**config.mk**
```make
export PLATFORM = sky130hd
export DESIGN_NAME = dt_ridge_extract
export DESIGN_NICKNAME = d
export VERILOG_FILES = /design/src/rtl/dt_pkg.sv /design/src/rtl/dt_win3x3.sv /design/src/rtl/dt_ridge_extract.sv
export SDC_FILE = /design/constraint.sdc
export NUM_CORES = 1
export LEC_CHECK = 0
export ABC_AREA = 1
export CAP_MARGIN = 20
export CORE_MARGIN = 8
export CORE_UTILIZATION = 59
export CTS_BUF_LIST = sky130_fd_sc_hd__clkbuf_8 sky130_fd_sc_hd__clkbuf_16
export DETAILED_ROUTE_END_ITERATION = 8
export PLACE_DENSITY = 0.87
export SETUP_SLACK_MARGIN = 0.3
export SYNTH_ARGS = -nofsm -noshare
export SYNTH_HDL_FRONTEND = slang
export SYNTH_HIERARCHICAL = 1
export SYNTH_SLANG_ARGS = --single-unit
```
**constraint.sdc**
```tcl
create_clock -name clk -period 4.89 [get_ports clk]
set_input_delay 0.978 -clock clk [delete_from_list [all_inputs] [get_ports clk]]
set_output_delay 0.978 -clock clk [all_outputs]
set_load 0.03 [all_outputs]
```
**src/rtl/dt_pkg.sv**
```systemverilog
// Shared constants for the distance-transform pipeline and ridge stage.
// Image geometry, bus widths and ridge FSM state encodings.
package dt_pkg;

  localparam int IMG_W       = 128;
  localparam int PACK_W      = 16;
  localparam int PIX_W       = 8;
  localparam int ADDR_W      = 14;
  localparam int SKEL_ADDR_W = 10;
  localparam int CNT_W       = 14;
  localparam int IDX_W       = $clog2(IMG_W);
  localparam int PACK_LG     = $clog2(PACK_W);

  // last column/row index, and the last processed row (one before)
  localparam logic [IDX_W-1:0] IDX_MAX = IDX_W'(IMG_W - 1);
  localparam logic [IDX_W-1:0] IDX_PEN = IDX_W'(IMG_W - 2);

  localparam int ST_W = 3;
  localparam logic [ST_W-1:0] RS_IDLE  = 3'd0;
  localparam logic [ST_W-1:0] RS_CLR   = 3'd1;
  localparam logic [ST_W-1:0] RS_PRIME = 3'd2;
  localparam logic [ST_W-1:0] RS_FETCH = 3'd3;
  localparam logic [ST_W-1:0] RS_EVAL  = 3'd4;
  localparam logic [ST_W-1:0] RS_WR    = 3'd5;
  localparam logic [ST_W-1:0] RS_DONE  = 3'd6;

endpackage

```
**src/rtl/dt_win3x3.sv**
```systemverilog
// 3x3 sliding window over distance values with ridge comparator.
// Ports: clk, rst_ni (sync, active-low), clr_i, shift_i,
//   n_i/c_i/s_i new column (top/mid/bottom), ridge_o, centre_o.
// The right column is the live n_i/c_i/s_i input, not a register,
// so the centre is evaluated in the same cycle the column arrives.
module dt_win3x3
  import dt_pkg::*;
(
  input  logic             clk,
  input  logic             rst_ni,
  input  logic             clr_i,
  input  logic             shift_i,
  input  logic [PIX_W-1:0] n_i,
  input  logic [PIX_W-1:0] c_i,
  input  logic [PIX_W-1:0] s_i,
  output logic             ridge_o,
  output logic [PIX_W-1:0] centre_o
);

  // index 0 = north, 1 = centre row, 2 = south
  logic [2:0][PIX_W-1:0] l_q;
  logic [2:0][PIX_W-1:0] m_q;

  always_ff @(posedge clk) begin
    if (!rst_ni || clr_i) begin
      l_q <= '0;
      m_q <= '0;
    end else if (shift_i) begin
      l_q <= m_q;
      m_q <= {s_i, c_i, n_i};
    end
  end

  assign centre_o = m_q[1];

  assign ridge_o = (centre_o != '0)
                && (centre_o >= l_q[0])
                && (centre_o >= l_q[1])
                && (centre_o >= l_q[2])
                && (centre_o >= m_q[0])
                && (centre_o >= m_q[2])
                && (centre_o >= n_i)
                && (centre_o >= c_i)
                && (centre_o >= s_i);

endmodule

```
**src/rtl/dt_ridge_extract.sv**
```systemverilog
// Ridge (medial-axis) extraction over the 128x128 distance map.
// Ports: clk, reset (sync, active-low), start; result RAM read
//   res_rd/res_addr/res_di; skeleton write skel_wr/skel_addr/skel_do;
//   ridge_cnt, done; max_val/max_addr when DT_RIDGE_MAX_TRACK_EN.
module dt_ridge_extract
  import dt_pkg::*;
(
  input  logic                   clk,
  input  logic                   reset,
  input  logic                   start,
  output logic                   res_rd,
  output logic [ADDR_W-1:0]      res_addr,
  input  logic [PIX_W-1:0]       res_di,
  output logic                   skel_wr,
  output logic [SKEL_ADDR_W-1:0] skel_addr,
  output logic [PACK_W-1:0]      skel_do,
  output logic [CNT_W-1:0]       ridge_cnt,
  output logic                   done
`ifdef DT_RIDGE_MAX_TRACK_EN
  ,
  output logic [PIX_W-1:0]       max_val,
  output logic [ADDR_W-1:0]      max_addr
`endif
);

  logic [ST_W-1:0]   state_q, state_d;
  logic [IDX_W-1:0]  row_q, col_q;
  logic [IDX_W-1:0]  rd_row, col_nx;
  logic [1:0]        ph_q;
  logic [3:0]        clr_q;
  logic [PIX_W-1:0]  fn_q, fc_q;
  logic [PACK_W-1:0] pack_q;
  logic [CNT_W-1:0]  cnt_q;
  logic              win_clr, win_shift;
  logic              ridge, col_end, accept;
  logic [PIX_W-1:0]  centre;
  logic [PIX_W-1:0]  new_n, new_c, new_s;

  // ph 0/1/2 reads rows r-1/r/r+1
  assign rd_row  = row_q - IDX_W'(1) + IDX_W'(ph_q);
  assign col_nx  = col_q + IDX_W'(1);
  assign col_end = (col_q == IDX_MAX);
  assign accept  = start
                && (state_q == RS_IDLE || state_q == RS_DONE);

  // south sample is taken straight off the RAM bus
  assign new_n = col_end ? '0 : fn_q;
  assign new_c = col_end ? '0 : fc_q;
  assign new_s = col_end ? '0 : res_di;

  dt_win3x3 u_win (
    .clk      (clk),
    .rst_ni   (reset),
    .clr_i    (win_clr),
    .shift_i  (win_shift),
    .n_i      (new_n),
    .c_i      (new_c),
    .s_i      (new_s),
    .ridge_o  (ridge),
    .centre_o (centre)
  );

  always_ff @(posedge clk) begin
    if (!reset) state_q <= RS_IDLE;
    else        state_q <= state_d;
  end

  always_comb begin
    state_d = state_q;
    unique case (state_q)
      RS_IDLE, RS_DONE:
        if (start) state_d = RS_CLR;
      RS_CLR:
        if (clr_q == 4'd15) state_d = RS_PRIME;
      RS_PRIME:
        if (ph_q == 2'd3) state_d = RS_FETCH;
      RS_FETCH:
        if (ph_q == 2'd2) state_d = RS_EVAL;
      RS_EVAL: begin
        if (col_q[PACK_LG-1:0] == '1)
          state_d = RS_WR;
        else if (col_q == IDX_PEN)
          state_d = RS_EVAL;
        else
          state_d = RS_FETCH;
      end
      RS_WR: begin
        if (!col_end)
          state_d = RS_FETCH;
        else if (row_q == IDX_PEN)
          state_d = RS_DONE;
        else
          state_d = RS_PRIME;
      end
      default: state_d = RS_IDLE;
    endcase
  end

  always_comb begin
    res_rd    = 1'b0;
    res_addr  = '0;
    skel_wr   = 1'b0;
    skel_addr = '0;
    skel_do   = '0;
    win_clr   = 1'b0;
    win_shift = 1'b0;
    done      = 1'b0;
    unique case (state_q)
      RS_CLR: begin
        // rows 0 and 127 are never evaluated
        skel_wr   = 1'b1;
        skel_addr = {{IDX_W{clr_q[3]}}, clr_q[2:0]};
      end
      RS_PRIME: begin
        win_clr   = (ph_q == 2'd0);
        win_shift = (ph_q == 2'd3);
        if (ph_q != 2'd3) begin
          res_rd   = 1'b1;
          res_addr = {rd_row, {IDX_W{1'b0}}};
        end
      end
      RS_FETCH: begin
        res_rd   = 1'b1;
        res_addr = {rd_row, col_nx};
      end
      RS_EVAL:
        win_shift = 1'b1;
      RS_WR: begin
        skel_wr   = 1'b1;
        skel_addr = {row_q, col_q[IDX_W-1:PACK_LG]};
        skel_do   = pack_q;
      end
      RS_DONE:
        done = 1'b1;
      default: ;
    endcase
  end

  always_ff @(posedge clk) begin
    if (!reset) begin
      row_q  <= '0;
      col_q  <= '0;
      ph_q   <= '0;
      clr_q  <= '0;
      fn_q   <= '0;
      fc_q   <= '0;
      pack_q <= '0;
      cnt_q  <= '0;
    end else begin
      unique case (state_q)
        RS_IDLE, RS_DONE:
          if (start) begin
            clr_q <= '0;
            cnt_q <= '0;
          end
        RS_CLR: begin
          clr_q <= clr_q + 4'd1;
          row_q <= IDX_W'(1);
          col_q <= '0;
          ph_q  <= '0;
        end
        RS_PRIME, RS_FETCH: begin
          if (state_d != state_q) ph_q <= '0;
          else                    ph_q <= ph_q + 2'd1;
          if (ph_q == 2'd1) fn_q <= res_di;
          if (ph_q == 2'd2) fc_q <= res_di;
        end
        RS_EVAL: begin
          pack_q <= {pack_q[PACK_W-2:0], ridge};
          if (ridge && cnt_q != '1)
            cnt_q <= cnt_q + 1'b1;
          if (col_q[PACK_LG-1:0] != '1)
            col_q <= col_nx;
        end
        RS_WR: begin
          col_q <= col_nx;
          if (col_end) row_q <= row_q + IDX_W'(1);
        end
        default: ;
      endcase
    end
  end

  assign ridge_cnt = cnt_q;

`ifdef DT_RIDGE_MAX_TRACK_EN
  logic [PIX_W-1:0]  max_val_q;
  logic [ADDR_W-1:0] max_addr_q;

  // strict compare keeps the first raster occurrence
  always_ff @(posedge clk) begin
    if (!reset || accept) begin
      max_val_q  <= '0;
      max_addr_q <= '0;
    end else if (state_q == RS_EVAL
              && centre > max_val_q) begin
      max_val_q  <= centre;
      max_addr_q <= {row_q, col_q};
    end
  end

  assign max_val  = max_val_q;
  assign max_addr = max_addr_q;
`else
  logic unused_max;
  assign unused_max = ^{centre, accept};
`endif

endmodule

```
### Word level (Yosys, flattened, before mapping)

Cells that the tools add are included.

| storage, ports and cells | value |
|---|---|
| bits in registers | 117 |
| input bits | 11 |
| output and inout bits | 57 |
| word-level logic and storage cells | 113 |

| cells by class | value |
|---|---|
| magnitude comparators | 8 |
| multiplexer cells | 33 |
| equality and inequality tests | 22 |
| add/sub/neg operators | 7 |
| reductions and logical operators | 28 |

Operators by type and width:

| kind | number |
|---|---|
| 8-bit >= comparator | 8 |
| 14-bit case mux with 2 select lines | 2 |
| 14-bit 2-to-1 mux | 3 |
| 3-bit 2-to-1 mux | 8 |
| 8-bit 2-to-1 mux | 3 |
| 7-bit equality test, second input constant | 3 |
| 7-bit case mux with 3 select lines | 1 |
| 10-bit case mux with 2 select lines | 1 |
| 3-bit case mux with 6 select lines | 1 |
| 16-bit 2-to-1 mux | 1 |
| 14-bit by 1-bit adder with 14-bit output, second input constant | 1 |
| 7-bit by 1-bit adder with 7-bit output, second input constant | 2 |
| 7-bit 2-to-1 mux | 2 |
| 14-bit inequality test, second input constant | 1 |
| 7-bit case mux with 2 select lines | 1 |
| 2-bit inequality test, second input constant | 5 |
| 2-bit AND reduction | 5 |
| 3-bit equality test, second input constant | 3 |
| 1-bit logical AND | 9 |
| 4-bit equality test, second input constant | 2 |
| 4-bit case mux with 2 select lines | 1 |
| 2-bit nonzero test | 4 |
| 8-bit nonzero test | 1 |
| 7-bit by 2-bit adder with 7-bit output | 1 |
| other kinds (21) | 29 |

### Depth between registers and ports, before layout

Gate-level depths: netlist of run 1.

| depth | value |
|---|---|
| depth in word-level cells | 12 |
| gate-level depth with buffers | 27 |
| gate-level depth less buffers | 26 |

### Cells and area by module

The synthesis of run 1 kept the hierarchy.

Modules (own cells, without submodules):

| module | sequential area each (µm²) | area an instance (µm²) | cells an instance | times used |
|---|---|---|---|---|
| dt_ridge_extract | 1381.3 | 4088.9 | 601 | 1 |
| dt_win3x3 | 960.9 | 3598.5 | 455 | 1 |

### Least setup slack after synthesis of run 1

No wires, ideal clock.

| timing path | value |
|---|---|
| path kind | register to output |
| from | register ph_q[1] |
| to | output port res_addr[12] |
| slack | 1796 ps |
| arrival time | 2116 ps |
| required time | 3912 ps |
| cell stages (with the launch flop) | 9 |
| buffers on the path | 0 |
| cell sequence | dfxtp_1 inv_1 ha_1 inv_1 ha_1 fa_1 a31oi_1 o21ai_0 a21oi_1 |

| on the way | value |
|---|---|
| longest elaborated chain between the ends | 3 |
| elaborated cells on any way between the ends | 4 |
| those cells by class | add/sub (1); eq/ne (1); mux (2) |

RTL lines:

| item | RTL line | source |
|---|---|---|
| from (decl) | dt_ridge_extract.sv:29 | `logic [1:0] ph_q;` |
| from (signal assigned) | dt_ridge_extract.sv:164 | `else ph_q <= ph_q + 2'd1;` |
| 7-bit by 2-bit adder with 7-bit output / 2-bit inequality test (equally long branches) | dt_ridge_extract.sv:40, dt_ridge_extract.sv:117 |  |
| 14-bit 2-to-1 mux | dt_ridge_extract.sv:117 | `if (ph_q != 2'd3) begin` |
| 14-bit case mux with 2 select lines * | dt_ridge_extract.sv:108 | `unique case (state_q)` |
| to (decl) | dt_ridge_extract.sv:12 | `output logic [ADDR_W-1:0] res_addr,` |

Every way passes the cells marked *; elsewhere a longest branch is shown, timed or not.

### Worst setup path in the final report of run 1

Same ends and word-level chain as after synthesis.

==> results of run 1 <==
[tightest hold or removal path, cell delays in order (launching register included)]
cell and delay [ns]:
dfxtp_1 0.30, inv_1 0.06, a21oi_1 0.05
[per-layer routing]
| metal | global-route usage (%) | vias to the layer above | wire length, um |
|---|---|---|---|
| li1 | - | 3479 | - |
| met3 | 6.569 | 48 | 1173 |
| met1 | 26.52 | 3224 | 7972 |
| met4 | 9.358 | 0 | 433 |
| met5 | 0 | - | 0 |
| met2 | 39.60 | 236 | 9048 |
[stage by stage]
stage               utilization (%)  setup slack [ns]  area, sq um  std cells  hold WS [ns]
finish                        71.10            0.9261         8972       1284        0.4533
global route                  71.10            0.7177         8972       1284        0.4759
CTS                           71.10            0.8937         8972       1284        0.4544
detailed placement            65.80             1.125         8304       1252        0.4459
global placement              65.80             1.220         8304       1252        0.4401
floorplan                         -             1.796         7627       1048        0.4300
[final cells by class]
| cell class | count | share of cell area (%) |
|---|---|---|
| repair buffers | 70 | 7.726 |
| clock buffers | 22 | 5.508 |
| inverters | 183 | 7.656 |
| clock inverters | 10 | 1.938 |
| well taps | 172 | 2.399 |
| flip-flops and latches | 117 | 26.11 |
| multi-input cells | 710 | 48.67 |
[where the power goes]
group	internal (mW)	leakage, nW	total, mW	switching (mW)
combinational	0.0337	2.47	0.111	0.0771
sequential	0.958	0.943	0.964	0.00597
clock	0.966	0.337	1.41	0.440
[sequential cells by signal, summed over array words and instances (netlist names)]
signal / flops
fc_q: 8
row_q: 7
u_win/l_q: 24
ph_q: 2
state_q: 3
clr_q: 4
ridge_cnt: 14
pack_q: 16
u_win/centre_o: 8
col_q: 7
u_win/m_q: 16
fn_q: 8
[worst max path at each step]
stage | depth (start not counted) | end | startpoint | slack, ns
2_1_floorplan | 8 | res_addr[12] | ph_q[1] | 1.80
3_3_place_gp | 24 | ridge_cnt[8] | col_q[0] | 1.22
3_5_place_dp | 24 | ridge_cnt[8] | col_q[0] | 1.13
4_1_cts | 9 | res_addr[12] | ph_q[1] | 0.89
5_1_grt | 9 | res_addr[12] | ph_q[1] | 0.72
6_report | 9 | res_addr[12] | ph_q[1] | 0.93
==> flow_summary.yaml, run 1 <==
yosys:
  synth.avg_cell_area_sq_um: 7.278
  syn-cell-area_sq_um: 7627
  netlist_instances: 1048
  yosys_warnings: 6
  synth_nets: 1144
floorplan:
  core_area_sq_um: 12620
  initial_utilization_pct: 60.44
  ios: 68
  die-width_um: 129.7
  die-area_sq_um: 16820
  die_h_um: 129.7
  std_cell_rows: 41
clock_tree:
  clockBufferDepth: 2
  clock-sinks: 117
  cts_resized: 0
  cts-hold-fix-buffers: 0
  postCtsSetupRepairBufs: 0
  cts_buffers: 17
  clkTransAtPathRegs_ns: 0.06
  cts_tree: "built"
  clk_latency_ns: 0.42
  clockRootBuffer: "clkbuf_16"
  cts_max_level: 4
setup_path:
  crit_buf_inv: 3
  ff2ff_path_depth: 24
  path_delay_family: "adder cells"
  required_ns: 3.91
  critical-path-max-stage-delay_ns: 0.68
  cp_max_fo: 4
  cp-end-kind: "output pin"
  rrSetupSlack_ns: 1.05
  crit_chain: "inv_1 > ha_1 > inv_1 > ha_1 > fa_1 > a31oi_1 > o21ai_0 > a21oi_1 > clkdlybuf4s50_1"
  critPathLaunchType: "register"
  r2r_end: "ridge_cnt[1]"
  cp.arrival_ns: 2.99
  cp_slowest_cell: "clkdlybuf4s50_1"
  path_class: "reg2out"
  reg2reg_from: "col_q[0]"
timing:
  finalSetupViolCount: 0
  clock_skew_ns: 0.009334
  fin_crit_sh_pct: 81.06
  slew_violations: 0
  max_freq_mhz: 252.3
  relSlewSlack_pct: 31.78
  rsz0062_at_grt: "no"
  finalHoldViolCount: 0
  layout_min_cycle_time_ns: 3.964
  tns_ns: 0
  tightest_slew_ns: 1.023
final_layout:
  final_common_cell: "inv_1"
  multiInputGateArea_sq_um: 4367
  final_nets: 1195
  seq_area_sq_um: 2342
  layout_common_cells: "170 x inv_1, 156 x nand2_1, 150 x nor2_1, 117 x dfxtp_1, 84 x ha_1"
  layout-drive-gt1-share_pct: 11.06
  syn2layout_area_growth_pct: 17.63
  diodes: 0
  nFillCells: 990
power:
  fin_total_pwr_mw: 2.481
  vdd_drop_max_mv: 0.2650
  powerDensity_nw_per_um2: 276.5
  power_leakage_nw: 3.754
drt:
  num_vias: 6987
  routed_wirelength_um: 18630
  vias_per_cell: 5.442
  drc: 0
  drt-pass1-iter-count: 5
  drt_iter0_drc: 442
  wire_per_inst_um: 14.51
  ant_nets: 0
outcome:
  status: "completed"
global_route:
  grt_usage_pct: 23.07
  grt_pass1_vias: 6834
  gr-total-overflow: 0
  grt_max_degree: 78
  antenna_found_initial: 0
  grt_pass1_wl_um: 31420
place:
  port_buffers: 67
  dp_hpwl_um: 12960
  place.gp.congestion: 0.9002
min_path:
  hp-class: "reg2reg"
  worstHoldStart: "fc_q[5]"
  whs_endpoint: "fc_q[5]"
  hold_depth: 2
flow_run:
  maxCapViolCount: 0
Note: power is estimated with default switching activity, not from simulation.
==> run 2, diff against run 1 <==
Clock period 4.89 ns to 4.2 ns, I/O delays scaled along.
==> run 2 against run 1 <==
Via count fell by 0.77%. Count of clock-buffer cells in the layout fell by 3. Routed wire length fell by 0.79%. Die area did not move. Critical path depth rose by 3. Sequential share of layout area rose by 0.24 points. Critical path type unchanged. Largest cell class unchanged. Largest power group unchanged.
==> flow_summary.yaml, run 2 (synthesis gave the netlist of run 1 again) <==
outcome:
  status: "completed"
drt:
  drt-pass1-iter-count: 5
  ant_nets: 0
  num_vias: 6933
  wire_per_inst_um: 14.37
  vias_per_cell: 5.391
  drc: 0
  routed_wirelength_um: 18480
  drt_iter0_drc: 658
clock_tree:
  cts_resized: 0
  clockRootBuffer: "clkbuf_16"
  clkTransAtPathRegs_ns: 0.05
  postCtsSetupRepairBufs: 0
  cts_buffers: 17
  clockBufferDepth: 2
  cts_tree: "built"
  cts-hold-fix-buffers: 0
  clk_latency_ns: 0.42
  cts_max_level: 4
  clock-sinks: 117
final_layout:
  largest_registers: "u_win/l_q x24, pack_q x16, u_win/m_q x16"
  final_util_pct: 70.45
  fin_cells: 1286
  layout-drive-gt1-share_pct: 11.04
  design_area_sq_um: 8891
  final_nets: 1197
  syn2layout_area_growth_pct: 16.57
  final_common_cell: "inv_1"
  regMostFlops: "u_win/l_q"
  largest_reg_flops: 24
  layout_common_cells: "172 x inv_1, 156 x nand2_1, 150 x nor2_1, 117 x dfxtp_1, 84 x ha_1"
  diodes: 0
timing:
  relSlewSlack_pct: 47.72
  hold_slack_ns: 0.4502
  finalHoldViolCount: 0
  timing.final.ws_setup_ns: 0.6344
  slew_violations: 0
  finalSetupViolCount: 0
  clock_skew_ns: 0.006357
  max_freq_mhz: 280.5
  tightest_slew_ns: 0.7815
  rsz0062_at_grt: "no"
  layout_min_cycle_time_ns: 3.566
  fin_crit_sh_pct: 84.90
  tns_ns: 0
flow_run:
  maxCapViolCount: 0
setup_path:
  cp.arrival_ns: 2.73
  cp_max_fo: 4
  critPathLaunchType: "register"
  cp-end-kind: "output pin"
  path_class: "reg2out"
  required_ns: 3.36
global_route:
  gr-total-overflow: 0
  grt_pass1_vias: 6645
  antenna_found_initial: 0
  grt_usage_pct: 22.74
  use_met1_pct: 26.69
  grt_max_degree: 49
  top_usage_layer: "met2"
  met2_usage_pct: 38.71
  grt_pass1_wl_um: 31060
  met3_usage_pct: 5.998
place:
  port_buffers: 67
  place_ws_ns: 0.6983
  place.gp.congestion: 0.8968
  dp_hpwl_um: 12860
  placed_cells: 1254
  post_dp_cell_area_sq_um: 8319
floorplan:
  initial_utilization_pct: 60.44
  std_cell_rows: 41
  core_area_sq_um: 12620
  die_h_um: 129.7
  ios: 68
  die-width_um: 129.7
  die-area_sq_um: 16820
power:
  power_leakage_nw: 3.737
  fin_total_pwr_mw: 2.653
  powerDensity_nw_per_um2: 298.4
  vdd_drop_max_mv: 0.4492
min_path:
  hp-class: "reg2reg"
run 2: final cells by class:
class	count	area (sq um)
Clock buffer	19	452.9
Clock inverter	13	116.4
Fill cell	1003	3729
Inverter	183	686.9
Multi-Input combinational cell	710	4367
Sequential cell	117	2342
Tap cell	172	215.2
Timing Repair Buffer	72	710.7
run 2: final timing paths:
check / start / end / slack (ns) / cells after the start
hold / removal: fn_q[0] / fn_q[0] / 0.45 / 2
setup reg to reg: col_q[0] / ridge_cnt[1] / 0.77 / 24
setup / recovery: ph_q[1] / res_addr[13] / 0.63 / 12
hold reg to reg: fn_q[0] / fn_q[0] / 0.45 / 2
run 2: critical path, stage by stage, from the launching register on:
cell	delay, ns
dfxtp_1	0.38
inv_1	0.10
ha_1	0.28
inv_1	0.04
ha_1	0.21
nand3_1	0.09
nand2_1	0.08
nand2_1	0.07
nand2_1	0.06
a21oi_1	0.15
xor2_1	0.10
nor2_1	0.09
clkdlybuf4s50_1	0.67
run 2: where the power goes:
| group | internal, mW | leakage, nW | switching (mW) |
|---|---|---|---|
| Sequential | 1.12 | 0.943 | 0.00684 |
| Clock | 0.889 | 0.292 | 0.512 |
| Combinational | 0.0399 | 2.50 | 0.0902 |
run 2: routing by layer:
layer,up-vias,part of all wire (%),wire length (um)
met5,-,0,0
met3,41,7.1,1320
li1,3485,-,-
met4,0,2.3,432
met1,3172,42,7750
met2,235,49,8976
